--- src/rtl/pkg_en.sv ---
// Shared ElectronNest token types and bus widths.
package pkg_en;
  parameter int unsigned WIDTH_DATA   = 32;
  parameter int unsigned WIDTH_EXADDR = 16;

  typedef struct packed {
    logic                  v;
    logic                  a;
    logic                  r;
    logic                  c;
    logic [WIDTH_DATA-1:0] d;
  } FTk_t;

  typedef struct packed {
    logic n;
  } BTk_t;
endpackage

--- src/rtl/en_ext_mem_ctrl_if.sv ---
// Load/store/SRAM bundle between the ElectronNest top and the external memory controller.
interface en_ext_mem_ctrl_if;
  logic                                I_Boot;
  logic                                I_Ld_Req;
  logic [pkg_en::WIDTH_EXADDR-1:0]     I_Ld_Addr;
  pkg_en::FTk_t                        O_Ld_FTk;
  pkg_en::BTk_t                        I_Ld_BTk;
  logic                                O_Ld_Stall;
  logic                                I_St_Req;
  logic [pkg_en::WIDTH_EXADDR-1:0]     I_St_Addr;
  pkg_en::FTk_t                        I_St_FTk;
  pkg_en::BTk_t                        O_St_BTk;
  logic                                O_Mem_En;
  logic                                O_Mem_We;
  logic [pkg_en::WIDTH_EXADDR-1:0]     O_Mem_Addr;
  logic [pkg_en::WIDTH_DATA-1:0]       O_Mem_WData;
  logic [pkg_en::WIDTH_DATA-1:0]       I_Mem_RData;
  logic                                O_Busy;

  modport master (
    output I_Boot, I_Ld_Req, I_Ld_Addr, I_Ld_BTk, I_St_Req, I_St_Addr, I_St_FTk, I_Mem_RData,
    input  O_Ld_FTk, O_Ld_Stall, O_St_BTk, O_Mem_En, O_Mem_We, O_Mem_Addr, O_Mem_WData, O_Busy
  );

  modport slave (
    input  I_Boot, I_Ld_Req, I_Ld_Addr, I_Ld_BTk, I_St_Req, I_St_Addr, I_St_FTk, I_Mem_RData,
    output O_Ld_FTk, O_Ld_Stall, O_St_BTk, O_Mem_En, O_Mem_We, O_Mem_Addr, O_Mem_WData, O_Busy
  );
endinterface

--- src/rtl/en_ext_mem_ctrl.sv ---
// Single-port SRAM sequencer: boot token stream, then round-robin load/store arbitration
// with a one-entry replay register for load-token backpressure.
module en_ext_mem_ctrl #(
  parameter int unsigned BOOT_PAD   = 3,
  parameter int unsigned BOOT_WORDS = 5
) (
  input logic              clock,
  input logic              reset,
  en_ext_mem_ctrl_if.slave bus
);
  import pkg_en::*;

  localparam int unsigned BootTotal = BOOT_PAD + BOOT_WORDS;
  localparam int unsigned CntW      = $clog2(BootTotal + 1);
  localparam logic [CntW-1:0] PadCnt   = CntW'(BOOT_PAD);
  localparam logic [CntW-1:0] TotalCnt = CntW'(BootTotal);

  typedef enum logic [0:0] {StRun, StBoot} state_e;

  state_e          state_q;
  logic            rr_q;  // 0: load wins a contended cycle
  logic [CntW-1:0] issued_q;
  logic [CntW-1:0] consumed_q;
  logic            pend_v_q;
  logic            pend_a_q;
  logic            pend_mem_q;
  logic            hold_v_q;
  FTk_t            hold_tok_q;

  FTk_t            ld_tok;
  logic            out_blocked;
  logic            tok_taken;
  logic            ld_want;
  logic            st_want;
  logic            ld_gnt;
  logic            st_gnt;
  logic            boot_go;
  logic            boot_issue;
  logic [CntW-1:0] boot_k;
  logic            boot_mem;
  logic            unused_st_bits;

  assign unused_st_bits = ^{bus.I_St_FTk.a, bus.I_St_FTk.r, bus.I_St_FTk.c};

  // The replayed token wins over a fresh one; a fresh token's data comes straight off the SRAM.
  always_comb begin
    ld_tok = '0;
    if (hold_v_q) begin
      ld_tok = hold_tok_q;
    end else if (pend_v_q) begin
      ld_tok.v = 1'b1;
      ld_tok.a = pend_a_q;
      ld_tok.d = pend_mem_q ? bus.I_Mem_RData : '0;
    end
  end

  assign out_blocked = ld_tok.v & bus.I_Ld_BTk.n;
  assign tok_taken   = ld_tok.v & ~bus.I_Ld_BTk.n;
  assign ld_want     = bus.I_Ld_Req & ~hold_v_q & ~out_blocked;
  assign st_want     = bus.I_St_Req & bus.I_St_FTk.v;
  assign boot_go     = (state_q == StRun) & bus.I_Boot & ~hold_v_q & ~out_blocked;

  // Token 0 is issued on the accept cycle so the stream starts the cycle BOOT is entered.
  assign boot_issue = boot_go |
                      ((state_q == StBoot) & (issued_q != TotalCnt) & ~out_blocked);
  assign boot_k     = boot_go ? '0 : issued_q;
  assign boot_mem   = boot_k >= PadCnt;

  always_comb begin
    ld_gnt = 1'b0;
    st_gnt = 1'b0;
    if (state_q == StRun && !boot_go) begin
      if (ld_want && st_want) begin
        ld_gnt = ~rr_q;
        st_gnt = rr_q;
      end else begin
        ld_gnt = ld_want;
        st_gnt = st_want;
      end
    end
  end

  always_comb begin
    bus.O_Mem_En    = 1'b0;
    bus.O_Mem_We    = 1'b0;
    bus.O_Mem_Addr  = '0;
    bus.O_Mem_WData = '0;
    if (reset) begin
      if (boot_issue && boot_mem) begin
        bus.O_Mem_En   = 1'b1;
        bus.O_Mem_Addr = WIDTH_EXADDR'(boot_k - PadCnt);
      end else if (ld_gnt) begin
        bus.O_Mem_En   = 1'b1;
        bus.O_Mem_Addr = bus.I_Ld_Addr;
      end else if (st_gnt) begin
        bus.O_Mem_En    = 1'b1;
        bus.O_Mem_We    = 1'b1;
        bus.O_Mem_Addr  = bus.I_St_Addr;
        bus.O_Mem_WData = bus.I_St_FTk.d;
      end
    end
  end

  assign bus.O_Ld_FTk   = ld_tok;
  assign bus.O_Ld_Stall = reset & ((state_q == StBoot) | (bus.I_Ld_Req & ~ld_gnt));
  assign bus.O_St_BTk.n = reset & ((state_q == StBoot) | (st_want & ~st_gnt));
  assign bus.O_Busy     = (state_q == StBoot);

  always_ff @(posedge clock or negedge reset) begin
    if (!reset) begin
      state_q    <= StRun;
      rr_q       <= 1'b0;
      issued_q   <= '0;
      consumed_q <= '0;
      pend_v_q   <= 1'b0;
      pend_a_q   <= 1'b0;
      pend_mem_q <= 1'b0;
      hold_v_q   <= 1'b0;
      hold_tok_q <= '0;
    end else begin
      hold_v_q <= out_blocked;
      if (out_blocked) begin
        hold_tok_q <= ld_tok;
      end
      pend_v_q   <= boot_issue | ld_gnt;
      pend_a_q   <= boot_issue & (boot_k == '0);
      pend_mem_q <= boot_issue ? boot_mem : 1'b1;
      if (boot_issue) begin
        issued_q <= boot_k + 1'b1;
      end
      if ((ld_gnt & st_want) | (st_gnt & ld_want)) begin
        rr_q <= ~rr_q;
      end
      if (boot_go) begin
        state_q    <= StBoot;
        consumed_q <= '0;
      end else if (state_q == StBoot && tok_taken) begin
        if (consumed_q == TotalCnt - 1'b1) begin
          state_q <= StRun;
        end
        consumed_q <= consumed_q + 1'b1;
      end
    end
  end
endmodule

--- src/flat_wrapper.sv ---
// flat-port wrapper written by rule: the top's interface ports become plain ports
module en_ext_mem_ctrl_flat import pkg_en::*;
#(
  parameter int unsigned BOOT_PAD   = 3,
  parameter int unsigned BOOT_WORDS = 5
)
  (clock, reset, bus_I_Boot, bus_I_Ld_Req, bus_I_Ld_Addr, bus_I_Ld_BTk, bus_I_St_Req, bus_I_St_Addr, bus_I_St_FTk, bus_I_Mem_RData, bus_O_Ld_FTk, bus_O_Ld_Stall, bus_O_St_BTk, bus_O_Mem_En, bus_O_Mem_We, bus_O_Mem_Addr, bus_O_Mem_WData, bus_O_Busy);
  en_ext_mem_ctrl_if bus_i ();
  input logic clock;
  input logic reset;
  input wire logic [$bits(bus_i.I_Boot)-1:0] bus_I_Boot;
  input wire logic [$bits(bus_i.I_Ld_Req)-1:0] bus_I_Ld_Req;
  input wire logic [$bits(bus_i.I_Ld_Addr)-1:0] bus_I_Ld_Addr;
  input wire logic [$bits(bus_i.I_Ld_BTk)-1:0] bus_I_Ld_BTk;
  input wire logic [$bits(bus_i.I_St_Req)-1:0] bus_I_St_Req;
  input wire logic [$bits(bus_i.I_St_Addr)-1:0] bus_I_St_Addr;
  input wire logic [$bits(bus_i.I_St_FTk)-1:0] bus_I_St_FTk;
  input wire logic [$bits(bus_i.I_Mem_RData)-1:0] bus_I_Mem_RData;
  output wire logic [$bits(bus_i.O_Ld_FTk)-1:0] bus_O_Ld_FTk;
  output wire logic [$bits(bus_i.O_Ld_Stall)-1:0] bus_O_Ld_Stall;
  output wire logic [$bits(bus_i.O_St_BTk)-1:0] bus_O_St_BTk;
  output wire logic [$bits(bus_i.O_Mem_En)-1:0] bus_O_Mem_En;
  output wire logic [$bits(bus_i.O_Mem_We)-1:0] bus_O_Mem_We;
  output wire logic [$bits(bus_i.O_Mem_Addr)-1:0] bus_O_Mem_Addr;
  output wire logic [$bits(bus_i.O_Mem_WData)-1:0] bus_O_Mem_WData;
  output wire logic [$bits(bus_i.O_Busy)-1:0] bus_O_Busy;
  assign bus_i.I_Boot = bus_I_Boot;
  assign bus_i.I_Ld_Req = bus_I_Ld_Req;
  assign bus_i.I_Ld_Addr = bus_I_Ld_Addr;
  assign bus_i.I_Ld_BTk = bus_I_Ld_BTk;
  assign bus_i.I_St_Req = bus_I_St_Req;
  assign bus_i.I_St_Addr = bus_I_St_Addr;
  assign bus_i.I_St_FTk = bus_I_St_FTk;
  assign bus_i.I_Mem_RData = bus_I_Mem_RData;
  assign bus_O_Ld_FTk = bus_i.O_Ld_FTk;
  assign bus_O_Ld_Stall = bus_i.O_Ld_Stall;
  assign bus_O_St_BTk = bus_i.O_St_BTk;
  assign bus_O_Mem_En = bus_i.O_Mem_En;
  assign bus_O_Mem_We = bus_i.O_Mem_We;
  assign bus_O_Mem_Addr = bus_i.O_Mem_Addr;
  assign bus_O_Mem_WData = bus_i.O_Mem_WData;
  assign bus_O_Busy = bus_i.O_Busy;
  en_ext_mem_ctrl #(.BOOT_PAD(BOOT_PAD), .BOOT_WORDS(BOOT_WORDS)) u_core (.clock(clock), .reset(reset), .bus(bus_i));
endmodule
--- config.mk ---
export PLATFORM = sky130hd
export DESIGN_NAME = en_ext_mem_ctrl_flat
export DESIGN_NICKNAME = d
export VERILOG_FILES = /design/src/rtl/pkg_en.sv /design/src/rtl/en_ext_mem_ctrl_if.sv /design/src/rtl/en_ext_mem_ctrl.sv /design/src/flat_wrapper.sv
export SDC_FILE = /design/constraint.sdc
export NUM_CORES = 1
export LEC_CHECK = 0
export BUFFER_PORTS_ARGS = -buffer_cell sky130_fd_sc_hd__buf_2
export CAP_MARGIN = 20
export CORE_MARGIN = 8
export CORE_UTILIZATION = 44
export DETAILED_ROUTE_END_ITERATION = 8
export GPL_ROUTABILITY_DRIVEN = 0
export PLACE_DENSITY_LB_ADDON = 0.08
export SYNTH_ARGS = -nofsm -noshare
export SYNTH_HDL_FRONTEND = slang
export SYNTH_SLANG_ARGS = --single-unit
--- constraint.sdc ---
create_clock -name clock -period 4.1 [get_ports clock]
set_input_delay 0.615 -clock clock [delete_from_list [all_inputs] [get_ports clock]]
set_output_delay 0.615 -clock clock [all_outputs]
set_load 0.01 [all_outputs]
==> impl_metrics.prom, run 1 <==
# TYPE chip_impl_metric gauge
chip_impl_metric{name="ff2ff_path_depth",unit=""} 6
chip_impl_metric{name="final.setup_skew",unit="ns"} 0.00883
chip_impl_metric{name="register_area",unit="sq um"} 1250
chip_impl_metric{name="rows",unit=""} 31
chip_impl_metric{name="worst_slew_margin_rel",unit="%"} 15.9
chip_impl_metric{name="num-fill-cells",unit=""} 671
chip_impl_metric{name="core_area",unit="sq um"} 7140
chip_impl_metric{name="average_vias_per_placed_instance",unit=""} 5.26
chip_impl_metric{name="chipHeight",unit="microns"} 101
chip_impl_metric{name="drt_iter0_markers",unit=""} 105
chip_impl_info{name="grt_setup_unrepaired",value="false"} 1
chip_impl_metric{name="boundaryPins",unit=""} 195
chip_impl_info{name="whs_endpoint",value="u_core.hold_tok_q[35]"} 1
chip_impl_metric{name="global_route.overflow_total",unit=""} 0
chip_impl_metric{name="crit_arrival",unit="ns"} 3.17
chip_impl_metric{name="utilization",unit="%"} 59.6
chip_impl_info{name="most_common_library_cell_in_the_layout_ignoring_fill_and_taps",value="buf_2"} 1
chip_impl_metric{name="worstPathRequired",unit="ns"} 3.48
chip_impl_metric{name="routed_wire_length_per_instance",unit="microns"} 17.1
chip_impl_info{name="cts_root_buf",value="clkbuf_8"} 1
chip_impl_metric{name="yosysWarnings",unit=""} 0
chip_impl_metric{name="vdd_ir_drop_max",unit="uV"} 299
chip_impl_info{name="timing.hold.worst.start",value="u_core.hold_tok_q[35]"} 1
chip_impl_metric{name="min_period_over_period",unit="%"} 92.3
chip_impl_info{name="clock_tree_from_tritoncts",value="built"} 1
chip_impl_metric{name="timing_hold_violations_final",unit=""} 0
chip_impl_metric{name="worst_setup_hold_path_clk_slew",unit="ns"} 0.09
chip_impl_metric{name="p_leak",unit="nW"} 2.28
chip_impl_metric{name="worst-path-max-fanout",unit=""} 17
chip_impl_metric{name="cts_setup_buffers",unit=""} 0
chip_impl_metric{name="layout_cell_share_with_drive_strength_beyond_1",unit="%"} 52.1
chip_impl_info{name="outcome",value="finished clean"} 1
chip_impl_metric{name="post_cts_gate_resize_count",unit=""} 0
chip_impl_metric{name="design.final.nets",unit=""} 595
chip_impl_info{name="critPathLaunchType",value="input pin"} 1
chip_impl_metric{name="report.power.total",unit="mW"} 2.66
chip_impl_metric{name="dr.pass1.iters",unit=""} 4
chip_impl_metric{name="power.density_cell_area",unit="nW/um^2"} 627
chip_impl_metric{name="number_of_buffers_added_by_the_clock_tree_synthesis_step",unit=""} 5
chip_impl_info{name="r2r_start",value="u_core.hold_v_q"} 1
chip_impl_metric{name="grt_first_pass_wirelength",unit="mm"} 15.4
chip_impl_metric{name="setup_violations",unit=""} 0
chip_impl_metric{name="max_cap_viol_count",unit=""} 0
chip_impl_metric{name="max_slew.worst_pin.slew",unit="ns"} 1.26
chip_impl_metric{name="timing.hold.worst_path_depth",unit=""} 1
chip_impl_info{name="commonest_non_fill_non_tap_cells_in_the_layout",value="191 x buf_2, 50 x dfrtp_1, 38 x and2_1, 34 x a22o_1, 32 x mux2_2"} 1
chip_impl_metric{name="multiInputGateArea",unit="sq um"} 1740
chip_impl_metric{name="grt_pass1_vias",unit=""} 3026
chip_impl_metric{name="synthToLayoutAreaGrowth",unit="%"} 33.0
chip_impl_metric{name="floorplan.initialDensity",unit="%"} 44.8
chip_impl_metric{name="yosys.cell_types.count",unit=""} 47
chip_impl_metric{name="via_count",unit=""} 3080
chip_impl_metric{name="cts.sink_count",unit=""} 50
chip_impl_metric{name="fin_tns_setup",unit="ns"} 0
chip_impl_metric{name="reg2reg_slack",unit="ns"} 1.65
chip_impl_metric{name="ctsHtreeMaxLevel",unit=""} 2
chip_impl_metric{name="ys_async_sr_fraction",unit="%"} 100
chip_impl_metric{name="groute.usage.overall",unit="%"} 18.7
chip_impl_metric{name="portBuffers",unit=""} 191
chip_impl_metric{name="grt_start_max_net_pins",unit=""} 52
chip_impl_metric{name="drcViolationCount",unit=""} 0
chip_impl_metric{name="cts-root-to-sink-buffers",unit=""} 2
chip_impl_metric{name="worstSkewPairLatency",unit="ns"} 0.30
chip_impl_metric{name="grt_antenna_before_repair",unit=""} 0
chip_impl_info{name="r2r-end",value="u_core.hold_tok_q[21]"} 1
chip_impl_metric{name="synthesized_instance_count",unit=""} 306
chip_impl_metric{name="mappedNetlistArea",unit="sq um"} 3200
chip_impl_metric{name="detailedPlacementHpwl",unit="mm"} 7.71
chip_impl_metric{name="postSynthRegisterBits",unit=""} 50
chip_impl_metric{name="fp.dieW",unit="microns"} 101
chip_impl_metric{name="slew_viol_final",unit=""} 0
chip_impl_metric{name="synth-edff-count",unit=""} 0
chip_impl_metric{name="totalWireLength",unit="mm"} 10.0
chip_impl_metric{name="placement.setup.worst_slack",unit="ns"} 0.366
chip_impl_info{name="path_class",value="in -> out"} 1
chip_impl_metric{name="fmax",unit="GHz"} 0.264
chip_impl_metric{name="antenna_cells",unit=""} 0
chip_impl_metric{name="avgSynthCellArea",unit="sq um"} 10.4
chip_impl_info{name="end_kind",value="output port"} 1
chip_impl_metric{name="post_cts_hold_buffer_count",unit=""} 0
chip_impl_metric{name="fp.dieArea",unit="sq um"} 10200
chip_impl_metric{name="min_period",unit="ns"} 3.79
chip_impl_info{name="dominantRegCellSynth",value="dfrtp_1"} 1
chip_impl_metric{name="post-route-worst-setup-slack",unit="ns"} 0.315
chip_impl_info{name="hold_path.class",value="reg -> reg"} 1
chip_impl_metric{name="detail-route-antenna-nets",unit=""} 0
chip_impl_metric{name="synth.yosys.seq_area_share",unit="%"} 39.2
chip_impl_metric{name="synth_fp_nets",unit=""} 415
==> cell type report <==
class	instances	share of cell area, %
multi-input cells	221	41.0
well taps	99	2.91
flip-flops and latches	50	29.4
inverters	9	0.795
repair buffers	199	23.9
clock inverters	2	0.324
clock buffers	5	1.62
==> per-stage QoR <==
| step | hold WS [ns] | instance area (sq um) | cells |
|---|---|---|---|
| 3_3_place_gp | 0.462 | 4170 | 578 |
| 6_report | 0.480 | 4250 | 585 |
| 4_1_cts | 0.490 | 4250 | 585 |
| 2_1_floorplan | 0.319 | 3200 | 306 |
| 3_5_place_dp | 0.469 | 4170 | 578 |
| 5_1_grt | 0.504 | 4250 | 585 |
==> how the worst max path moves through the flow <==
stage,from,to,cells past startpoint
finish,bus_I_Ld_BTk,bus_O_Mem_Addr[6],11
detailed placement,bus_I_Ld_BTk,bus_O_Mem_Addr[6],11
floorplan,bus_I_Ld_BTk,bus_O_Mem_Addr[7],10
global placement,bus_I_Ld_BTk,bus_O_Mem_Addr[8],11
CTS,bus_I_Ld_BTk,bus_O_Mem_Addr[6],11
global route,bus_I_Ld_BTk,bus_O_Mem_Addr[6],11
==> synthesized netlist by cell type (2+ instances only) <==
| library cell | instances | area (sq um) |
|---|---|---|
| dfrtp_1 | 50 | 1250 |
| and2_1 | 38 | 238 |
| a22o_1 | 34 | 298 |
| mux2_2 | 32 | 360 |
| a32oi_1 | 16 | 140 |
| nand2_1 | 15 | 56.3 |
| clkbuf_1 | 14 | 52.6 |
| nor2_1 | 11 | 41.3 |
| a211oi_1 | 10 | 75.1 |
| inv_1 | 8 | 30.0 |
| o21ai_0 | 7 | 35.0 |
| a211oi_2 | 6 | 75.1 |
| a21oi_1 | 6 | 30.0 |
| buf_6 | 5 | 56.3 |
| buf_2 | 4 | 20.0 |
| nand3_1 | 4 | 20.0 |
| xor2_1 | 4 | 35.0 |
| and3_1 | 3 | 18.8 |
| ha_1 | 3 | 37.5 |
| nor2b_1 | 3 | 18.8 |
| nor3b_1 | 3 | 22.5 |
| mux2i_1 | 2 | 20.0 |
| nand2b_1 | 2 | 12.5 |
| nor3_1 | 2 | 10.0 |
| xnor2_1 | 2 | 17.5 |
==> metal layers <==
metal  global-route usage [%]  vias to the layer above  share of wire [%]
met1                     23.0                     1455                 42
met2                     32.0                      115                 50
met3                     4.88                       10                7.0
met5                        0                        -                  0
met4                     3.67                        0                1.1
li1                         -                     1500                  -
==> worst max-delay path, cell delays in order <==
cell and delay [ns]:
buf_2 0.16, a211oi_1 0.38, nand2_1 0.26, and2_1 0.25, ha_1 0.27, a2111oi_0 0.39
buf_4 0.19, a21o_1 0.08, buf_4 0.23, a211oi_1 0.11, buf_2 0.21
==> state kept, by name (all words and copies together), names as in the netlist <==
name and flops:
u_core.pend_mem_q 1, u_core.hold_v_q 1, u_core.pend_a_q 1, u_core.consumed_q 4, u_core.bus.O_Busy 1, u_core.issued_q 4, u_core.rr_q 1, u_core.pend_v_q 1
u_core.hold_tok_q 36
==> where the power goes <==
part / total (mW) / switching [mW] / internal, mW
combinational: 1.52 / 0.815 / 0.702
clock: 0.281 / 0.163 / 0.118
sequential: 0.867 / 0.154 / 0.713
total: 2.66 / 1.13 / 1.53
==> kinds of logic (layout without fill, tap and decap cells) <==
logic type / Yosys count / after routing / synth area share [%]
adder cells (fa/ha/maj): 3 / 3 / 1.17
multiplexers: 34 / 34 / 11.9
AO/OA/AOI/OAI: 92 / 92 / 24.8
buffers and inverters: 35 / 215 / 6.30
XOR/XNOR: 6 / 6 / 1.64
AND/OR/NAND/NOR: 86 / 86 / 15.0
flip-flops: 50 / 50 / 39.2
(Power assumes the default switching activity.)
==> run 2: changes to the inputs <==
CORE_MARGIN = 4   (was 8)
clock period = 3.9 ns   (was 4.1 ns; I/O delays follow)
==> run 2 against run 1 <==
Compared with the run above:
- sequential power rose by 6.6%
- sequential cell count is the same
- register-to-register slack got worse by 0.08 ns
- routed wire length down 9.7%
- power up 7.7%
- global-route usage increased by 1.3 points
- worst hold slack got worse by 0.33 ns
- die area is 15% lower
- via count about the same
- combinational power increased by 5%
- non-clock buffer count rose by 2
- cell count unchanged
- critical endpoint is now bus_O_Mem_Addr[1]
- largest power group unchanged
==> impl_metrics.prom, run 2 (same netlist as run 1, synthesis figures left out) <==
# TYPE chip_impl_metric gauge
chip_impl_metric{name="worstPathRequired",unit="ns"} 3.31
chip_impl_metric{name="worst_setup_hold_path_clk_slew",unit="ns"} 0.09
chip_impl_info{name="grt_setup_unrepaired",value="false"} 1
chip_impl_metric{name="worst-path-max-fanout",unit=""} 17
chip_impl_metric{name="boundaryPins",unit=""} 195
chip_impl_metric{name="number_of_buffers_added_by_the_clock_tree_synthesis_step",unit=""} 5
chip_impl_metric{name="setup_violations",unit=""} 0
chip_impl_metric{name="via_count",unit=""} 3083
chip_impl_metric{name="min_period_over_period",unit="%"} 91.6
chip_impl_metric{name="placedInstanceArea",unit="sq um"} 4180
chip_impl_metric{name="design.final.nets",unit=""} 597
chip_impl_info{name="end_kind",value="output port"} 1
chip_impl_metric{name="timing_hold_violations_final",unit=""} 0
chip_impl_metric{name="layout_cell_share_with_drive_strength_beyond_1",unit="%"} 52.1
chip_impl_metric{name="grt_antenna_before_repair",unit=""} 0
chip_impl_info{name="hold_path.class",value="in -> async"} 1
chip_impl_metric{name="grt_pass1_vias",unit=""} 3094
chip_impl_metric{name="routed_wire_length_per_instance",unit="microns"} 15.4
chip_impl_metric{name="grt_first_pass_wirelength",unit="mm"} 14.5
chip_impl_metric{name="fin_cells",unit=""} 585
chip_impl_metric{name="utilization",unit="%"} 62.1
chip_impl_metric{name="final.setup_skew",unit="ns"} 0.00464
chip_impl_metric{name="dr.pass1.iters",unit=""} 4
chip_impl_metric{name="power.switching",unit="mW"} 1.18
chip_impl_info{name="most_common_library_cell_in_the_layout_ignoring_fill_and_taps",value="buf_2"} 1
chip_impl_metric{name="fin_tns_setup",unit="ns"} 0
chip_impl_metric{name="fmax",unit="GHz"} 0.280
chip_impl_info{name="commonest_non_fill_non_tap_cells_in_the_layout",value="191 x buf_2, 50 x dfrtp_1, 38 x and2_1, 34 x a22o_1, 32 x mux2_2"} 1
chip_impl_metric{name="global_route.overflow_total",unit=""} 0
chip_impl_metric{name="cts_setup_buffers",unit=""} 0
chip_impl_metric{name="average_vias_per_placed_instance",unit=""} 5.27
chip_impl_metric{name="largest_register_ffs",unit=""} 36
chip_impl_metric{name="chipHeight",unit="microns"} 93.2
chip_impl_metric{name="cts.sink_count",unit=""} 50
chip_impl_metric{name="power.density_cell_area",unit="nW/um^2"} 669
chip_impl_info{name="r2r_start",value="u_core.hold_v_q"} 1
chip_impl_metric{name="multiInputGateArea",unit="sq um"} 1750
chip_impl_metric{name="post_cts_gate_resize_count",unit=""} 0
chip_impl_metric{name="slew_viol_final",unit=""} 0
chip_impl_metric{name="num-fill-cells",unit=""} 643
chip_impl_metric{name="min_period",unit="ns"} 3.57
chip_impl_metric{name="p_int",unit="mW"} 1.69
chip_impl_metric{name="antenna_cells",unit=""} 0
chip_impl_metric{name="power_frac_comb",unit="%"} 55.6
chip_impl_metric{name="drcViolationCount",unit=""} 0
chip_impl_metric{name="detail-route-antenna-nets",unit=""} 0
chip_impl_info{name="outcome",value="finished clean"} 1
chip_impl_metric{name="floorplan.initialDensity",unit="%"} 46.3
chip_impl_metric{name="groute.usage.overall",unit="%"} 20.0
chip_impl_metric{name="power_switching_share",unit="%"} 41.0
chip_impl_metric{name="grt_start_max_net_pins",unit=""} 46
chip_impl_info{name="clock_tree_from_tritoncts",value="built"} 1
chip_impl_metric{name="p_leak",unit="nW"} 2.30
chip_impl_metric{name="fp.dieArea",unit="sq um"} 8690
chip_impl_metric{name="drt_iter0_markers",unit=""} 150
chip_impl_metric{name="max_cap_viol_count",unit=""} 0
chip_impl_metric{name="worstSkewPairLatency",unit="ns"} 0.29
chip_impl_info{name="cts_root_buf",value="clkbuf_8"} 1
chip_impl_metric{name="finish.instance_area",unit="sq um"} 4290
chip_impl_metric{name="p_clk_share",unit="%"} 12.2
chip_impl_info{name="critPathLaunchType",value="input pin"} 1
chip_impl_metric{name="cts-root-to-sink-buffers",unit=""} 2
chip_impl_metric{name="max_slew.worst_pin.slew",unit="ns"} 0.832
chip_impl_metric{name="synthToLayoutAreaGrowth",unit="%"} 34.3
chip_impl_metric{name="post_cts_hold_buffer_count",unit=""} 0
chip_impl_info{name="top_regs",value="u_core.hold_tok_q x36, u_core.consumed_q x4, u_core.issued_q x4"} 1
chip_impl_metric{name="ctsHtreeMaxLevel",unit=""} 2
chip_impl_metric{name="detailedPlacementHpwl",unit="mm"} 6.96
chip_impl_metric{name="core_area",unit="sq um"} 6910
chip_impl_info{name="max_flop_register",value="u_core.hold_tok_q"} 1
chip_impl_info{name="critical_path.startpoint",value="bus_I_Ld_BTk"} 1
chip_impl_metric{name="totalWireLength",unit="mm"} 9.03
chip_impl_info{name="path_cells",value="buf_2, a211oi_2, nand2_1, and2_1, ha_1, a2111oi_0, buf_4, a21o_1, buf_4, a221oi_1, buf_2"} 1
chip_impl_metric{name="fp.dieW",unit="microns"} 93.2
chip_impl_metric{name="rows",unit=""} 30
chip_impl_info{name="path_class",value="in -> out"} 1
chip_impl_metric{name="vdd_ir_drop_max",unit="uV"} 368
chip_impl_metric{name="crit_arrival",unit="ns"} 2.99
chip_impl_metric{name="register_area",unit="sq um"} 1250
chip_impl_metric{name="dp_cells",unit=""} 577
chip_impl_metric{name="worst_slew_margin_rel",unit="%"} 44.5
chip_impl_info{name="critical_path_slowest_stage_cell",value="a2111oi_0"} 1
chip_impl_metric{name="portBuffers",unit=""} 191
chip_impl_metric{name="p_seq_share",unit="%"} 32.2
chip_impl_metric{name="timing.critical_path.slowest_cell_delay",unit="ns"} 0.39
run 2: layout make-up:
type                    instances  area share (%)
clock inverters                 1           0.700
flip-flops and latches         50            29.2
well taps                      96            2.80
inverters                       9           0.787
clock buffers                   7            1.78
multi-input cells             221            40.7
repair buffers                201            24.0
run 2: layer usage:
metal	part of all wire [%]	global-route usage, %	routed length (microns)
met5	0	0	0
met4	1.8	5.98	164
met2	48	33.3	4340
met1	42	26.1	3830
met3	7.7	4.18	696
run 2: metrics by stage:
stage / hold slack [ns] / total power [mW] / setup slack (ns)
CTS: 0.143 / 2.89 / 0.211
global placement: 0.457 / 2.48 / 0.299
detailed placement: 0.457 / 2.54 / 0.227
finish: 0.145 / 2.87 / 0.328
global route: 0.145 / 3.10 / 0.101
floorplan: 0.289 / 2.04 / 0.584
run 2: final timing paths:
check / to / slack [ns] / depth (start not counted)
max in group asynchronous: u_core.hold_tok_q[5] / 2.94 / 2
worst min-delay path: u_core.consumed_q[1] / 0.15 / 1
worst max register to register: u_core.hold_tok_q[17] / 1.57 / 7
min in group clock: u_core.hold_tok_q[33] / 0.49 / 1
worst min register to register: u_core.hold_tok_q[33] / 0.49 / 1
worst max-delay path: bus_O_Mem_Addr[1] / 0.33 / 11
run 2: power by group through the flow:
stage / Sequential [mW] / Combinational [mW] / Clock, mW
6_report: 0.924 / 1.60 / 0.350
5_1_grt: 0.953 / 1.76 / 0.385
4_1_cts: 0.919 / 1.61 / 0.359
3_5_place_dp: 0.927 / 1.61 / 0
3_3_place_gp: 0.909 / 1.57 / 0
2_1_floorplan: 0.860 / 1.18 / 0
run 2: worst max-delay path, delay by kind of cell:
family / cells / cell delay, ns
simple gates: 2 / 0.47
compound gates: 4 / 0.88
fa+ha+maj: 1 / 0.29
buf+inv: 4 / 0.77
==> run 3: changes to the inputs <==
--- a/config.mk
+++ b/config.mk
@@ -13,3 +13,3 @@
 export GPL_ROUTABILITY_DRIVEN = 0
-export PLACE_DENSITY_LB_ADDON = 0.08
+export PLACE_DENSITY = 0.93
 export SYNTH_ARGS = -nofsm -noshare
--- a/constraint.sdc
+++ b/constraint.sdc
@@ -3,2 +3,2 @@
 set_output_delay 0.585 -clock clock [all_outputs]
-set_load 0.01 [all_outputs]
+set_load 0.02 [all_outputs]
==> run 3 against run 2 <==
Compared with the run above:
- critical path depth shrank 1
- critical endpoint is now bus_O_Mem_Addr[7]
- largest power group unchanged
- routed wire length grew 9.5%
- clock-buffer cell count shrank 2
- highest routed layer unchanged
- fmax shrank 6.0%
==> impl_metrics.prom, run 3 (same netlist as run 1, synthesis figures left out) <==
# TYPE chip_impl_metric gauge
chip_impl_info{name="outcome",value="finished clean"} 1
chip_impl_info{name="cts_root_buf",value="clkbuf_8"} 1
chip_impl_metric{name="synthToLayoutAreaGrowth",unit="%"} 33.6
chip_impl_metric{name="fp.dieArea",unit="sq um"} 8690
chip_impl_metric{name="cts.sink_count",unit=""} 50
chip_impl_metric{name="grt_antenna_before_repair",unit=""} 0
chip_impl_metric{name="final.setup_skew",unit="ns"} 0.00978
chip_impl_metric{name="routed_wire_length_per_instance",unit="microns"} 17.0
chip_impl_metric{name="min_period",unit="ns"} 3.80
chip_impl_metric{name="drcViolationCount",unit=""} 0
chip_impl_metric{name="detail-route-antenna-nets",unit=""} 0
chip_impl_metric{name="global_route.overflow_total",unit=""} 0
chip_impl_metric{name="ctsHtreeMaxLevel",unit=""} 2
chip_impl_metric{name="cts-root-to-sink-buffers",unit=""} 2
chip_impl_metric{name="worst-path-max-fanout",unit=""} 14
chip_impl_metric{name="slew_viol_final",unit=""} 0
chip_impl_metric{name="rows",unit=""} 30
chip_impl_metric{name="vdd_ir_drop_max",unit="uV"} 367
chip_impl_info{name="path_cells",value="a211oi_2, nand2_1, and2_1, ha_1, a2111oi_0, buf_4, a21o_1, buf_12, a211oi_1, buf_2"} 1
chip_impl_metric{name="dp_cells",unit=""} 574
chip_impl_info{name="most_common_library_cell_in_the_layout_ignoring_fill_and_taps",value="buf_2"} 1
chip_impl_metric{name="totalWireLength",unit="mm"} 9.89
chip_impl_info{name="critPathLaunchType",value="flip-flop"} 1
chip_impl_metric{name="grt_pass1_vias",unit=""} 3060
chip_impl_metric{name="placement.setup.worst_slack",unit="ns"} 0.194
chip_impl_metric{name="timing.critical_path.buf_inv",unit=""} 3
chip_impl_metric{name="setup_violations",unit=""} 0
chip_impl_info{name="path_class",value="reg -> out"} 1
chip_impl_metric{name="report.power.total",unit="mW"} 3.06
chip_impl_metric{name="grt_start_max_net_pins",unit=""} 40
chip_impl_metric{name="num-fill-cells",unit=""} 631
chip_impl_metric{name="dr.pass1.iters",unit=""} 4
chip_impl_metric{name="design.final.nets",unit=""} 594
chip_impl_metric{name="power.switching",unit="mW"} 1.42
chip_impl_metric{name="number_of_buffers_added_by_the_clock_tree_synthesis_step",unit=""} 5
chip_impl_metric{name="groute.usage.overall",unit="%"} 21.9
chip_impl_metric{name="largest_register_ffs",unit=""} 36
chip_impl_info{name="top_regs",value="u_core.hold_tok_q x36, u_core.consumed_q x4, u_core.issued_q x4"} 1
chip_impl_metric{name="p_seq_share",unit="%"} 30.8
chip_impl_metric{name="p_clk_share",unit="%"} 10.1
chip_impl_metric{name="average_vias_per_placed_instance",unit=""} 5.49
chip_impl_metric{name="layout_cell_share_with_drive_strength_beyond_1",unit="%"} 52.5
chip_impl_metric{name="chipHeight",unit="microns"} 93.2
chip_impl_metric{name="max_cap_viol_count",unit=""} 0
chip_impl_info{name="hold_path.class",value="in -> async"} 1
chip_impl_metric{name="timing.critical_path.slowest_cell_delay",unit="ns"} 0.51
chip_impl_info{name="commonest_non_fill_non_tap_cells_in_the_layout",value="191 x buf_2, 49 x dfrtp_1, 38 x and2_1, 34 x a22o_1, 32 x mux2_2"} 1
chip_impl_info{name="end_kind",value="output port"} 1
chip_impl_metric{name="timing_hold_violations_final",unit=""} 0
chip_impl_metric{name="core_area",unit="sq um"} 6910
chip_impl_info{name="critical_path_slowest_stage_cell",value="dfrtp_2"} 1
chip_impl_metric{name="worst_slew_margin_rel",unit="%"} 21.2
chip_impl_metric{name="power_frac_comb",unit="%"} 59.1
chip_impl_metric{name="via_count",unit=""} 3193
chip_impl_metric{name="portBuffers",unit=""} 191
chip_impl_metric{name="fin_cells",unit=""} 582
chip_impl_metric{name="floorplan.initialDensity",unit="%"} 46.3
chip_impl_metric{name="p_leak",unit="nW"} 2.27
chip_impl_metric{name="max_slew.worst_pin.slew",unit="ns"} 1.18
chip_impl_metric{name="antenna_cells",unit=""} 0
chip_impl_info{name="clock_tree_from_tritoncts",value="built"} 1
chip_impl_metric{name="worstSkewPairLatency",unit="ns"} 0.31
chip_impl_metric{name="post-route-worst-setup-slack",unit="ns"} 0.102
chip_impl_metric{name="hold-worst-slack",unit="ns"} 0.288
chip_impl_metric{name="utilization",unit="%"} 61.8
chip_impl_metric{name="crit_arrival",unit="ns"} 3.21
chip_impl_metric{name="fp.dieW",unit="microns"} 93.2
chip_impl_metric{name="fmax",unit="GHz"} 0.263
chip_impl_metric{name="detailedPlacementHpwl",unit="mm"} 7.99
chip_impl_metric{name="grt_first_pass_wirelength",unit="mm"} 15.1
chip_impl_metric{name="power_switching_share",unit="%"} 46.4
chip_impl_info{name="critPathTopFamily",value="compound AO/OA/AOI/OAI gates"} 1
chip_impl_metric{name="power.density_cell_area",unit="nW/um^2"} 716
chip_impl_metric{name="worstPathRequired",unit="ns"} 3.31
chip_impl_metric{name="boundaryPins",unit=""} 195
chip_impl_metric{name="min_period_over_period",unit="%"} 97.4
chip_impl_metric{name="drt_iter0_markers",unit=""} 95
chip_impl_metric{name="p_int",unit="mW"} 1.64
chip_impl_metric{name="worst_setup_hold_path_clk_slew",unit="ns"} 0.10
chip_impl_info{name="max_flop_register",value="u_core.hold_tok_q"} 1
[run 3: cell type report]
class / count / area [sq um] / area share, %
multi-input cells: 221 / 1750 / 41.0
flip-flops and latches: 50 / 1250 / 29.3
clock buffers: 5 / 68.8 / 1.61
well taps: 96 / 120 / 2.81
clock inverters: 3 / 23.8 / 0.557
repair buffers: 198 / 1020 / 23.9
inverters: 9 / 33.8 / 0.792
[run 3: per-stage QoR]
step	area (sq um)	TNS, ns
global placement	4170	0
floorplan	3200	0
detailed placement	4170	0
CTS	4260	0
global route	4270	-0.335
finish	4270	0
[run 3: what timing repair did]
item / 4_1_cts / 5_1_grt
hold buffers: 0 / 0
buffers inserted: 0 / 0
resized for setup: 0 / 2
setup endpoints to repair: 0 / 17
hold endpoints to repair: 0 / 0
[run 3: path summary, 6_finish.rpt]
check	cells after the start	start	end	slack (ns)
min in group clock	1	u_core.hold_tok_q[35]	u_core.hold_tok_q[35]	0.49
worst max-delay path	10	u_core.bus.O_Busy	bus_O_Mem_Addr[7]	0.10
worst max register to register	7	u_core.bus.O_Busy	u_core.pend_mem_q	1.42
max in group asynchronous	2	reset	u_core.bus.O_Busy	2.77
worst min register to register	1	u_core.hold_tok_q[35]	u_core.hold_tok_q[35]	0.49
worst min-delay path	1	reset	u_core.hold_tok_q[20]	0.29
[run 3: power groups by stage]
stage / clock network [mW] / registers, mW / logic, mW
after detailed placement: 0 / 0.942 / 1.81
after global placement: 0 / 0.912 / 1.74
final: 0.308 / 0.942 / 1.81
after global routing: 0.343 / 0.970 / 1.95
after CTS: 0.320 / 0.933 / 1.81
after floorplan: 0 / 0.863 / 1.37
[run 3: layer usage]
metal  vias up  track usage (%)  share of wire, %
met5         -                0                 0
met4         0             6.84               2.6
met3        21             4.10               7.6
met2       173             40.9                52
met1      1502             24.9                38
li1       1497                -                 -
[run 3: worst register-to-register path, delay by kind of cell, from the launching register on]
| family | cells | cell delay (ns) |
|---|---|---|
| adder cells (fa/ha/maj) | 1 | 0.28 |
| buffers and inverters | 1 | 0.21 |
| flip-flops | 1 | 0.51 |
| AO/OA/AOI/OAI | 3 | 0.86 |
| AND/OR/NAND/NOR | 2 | 0.51 |
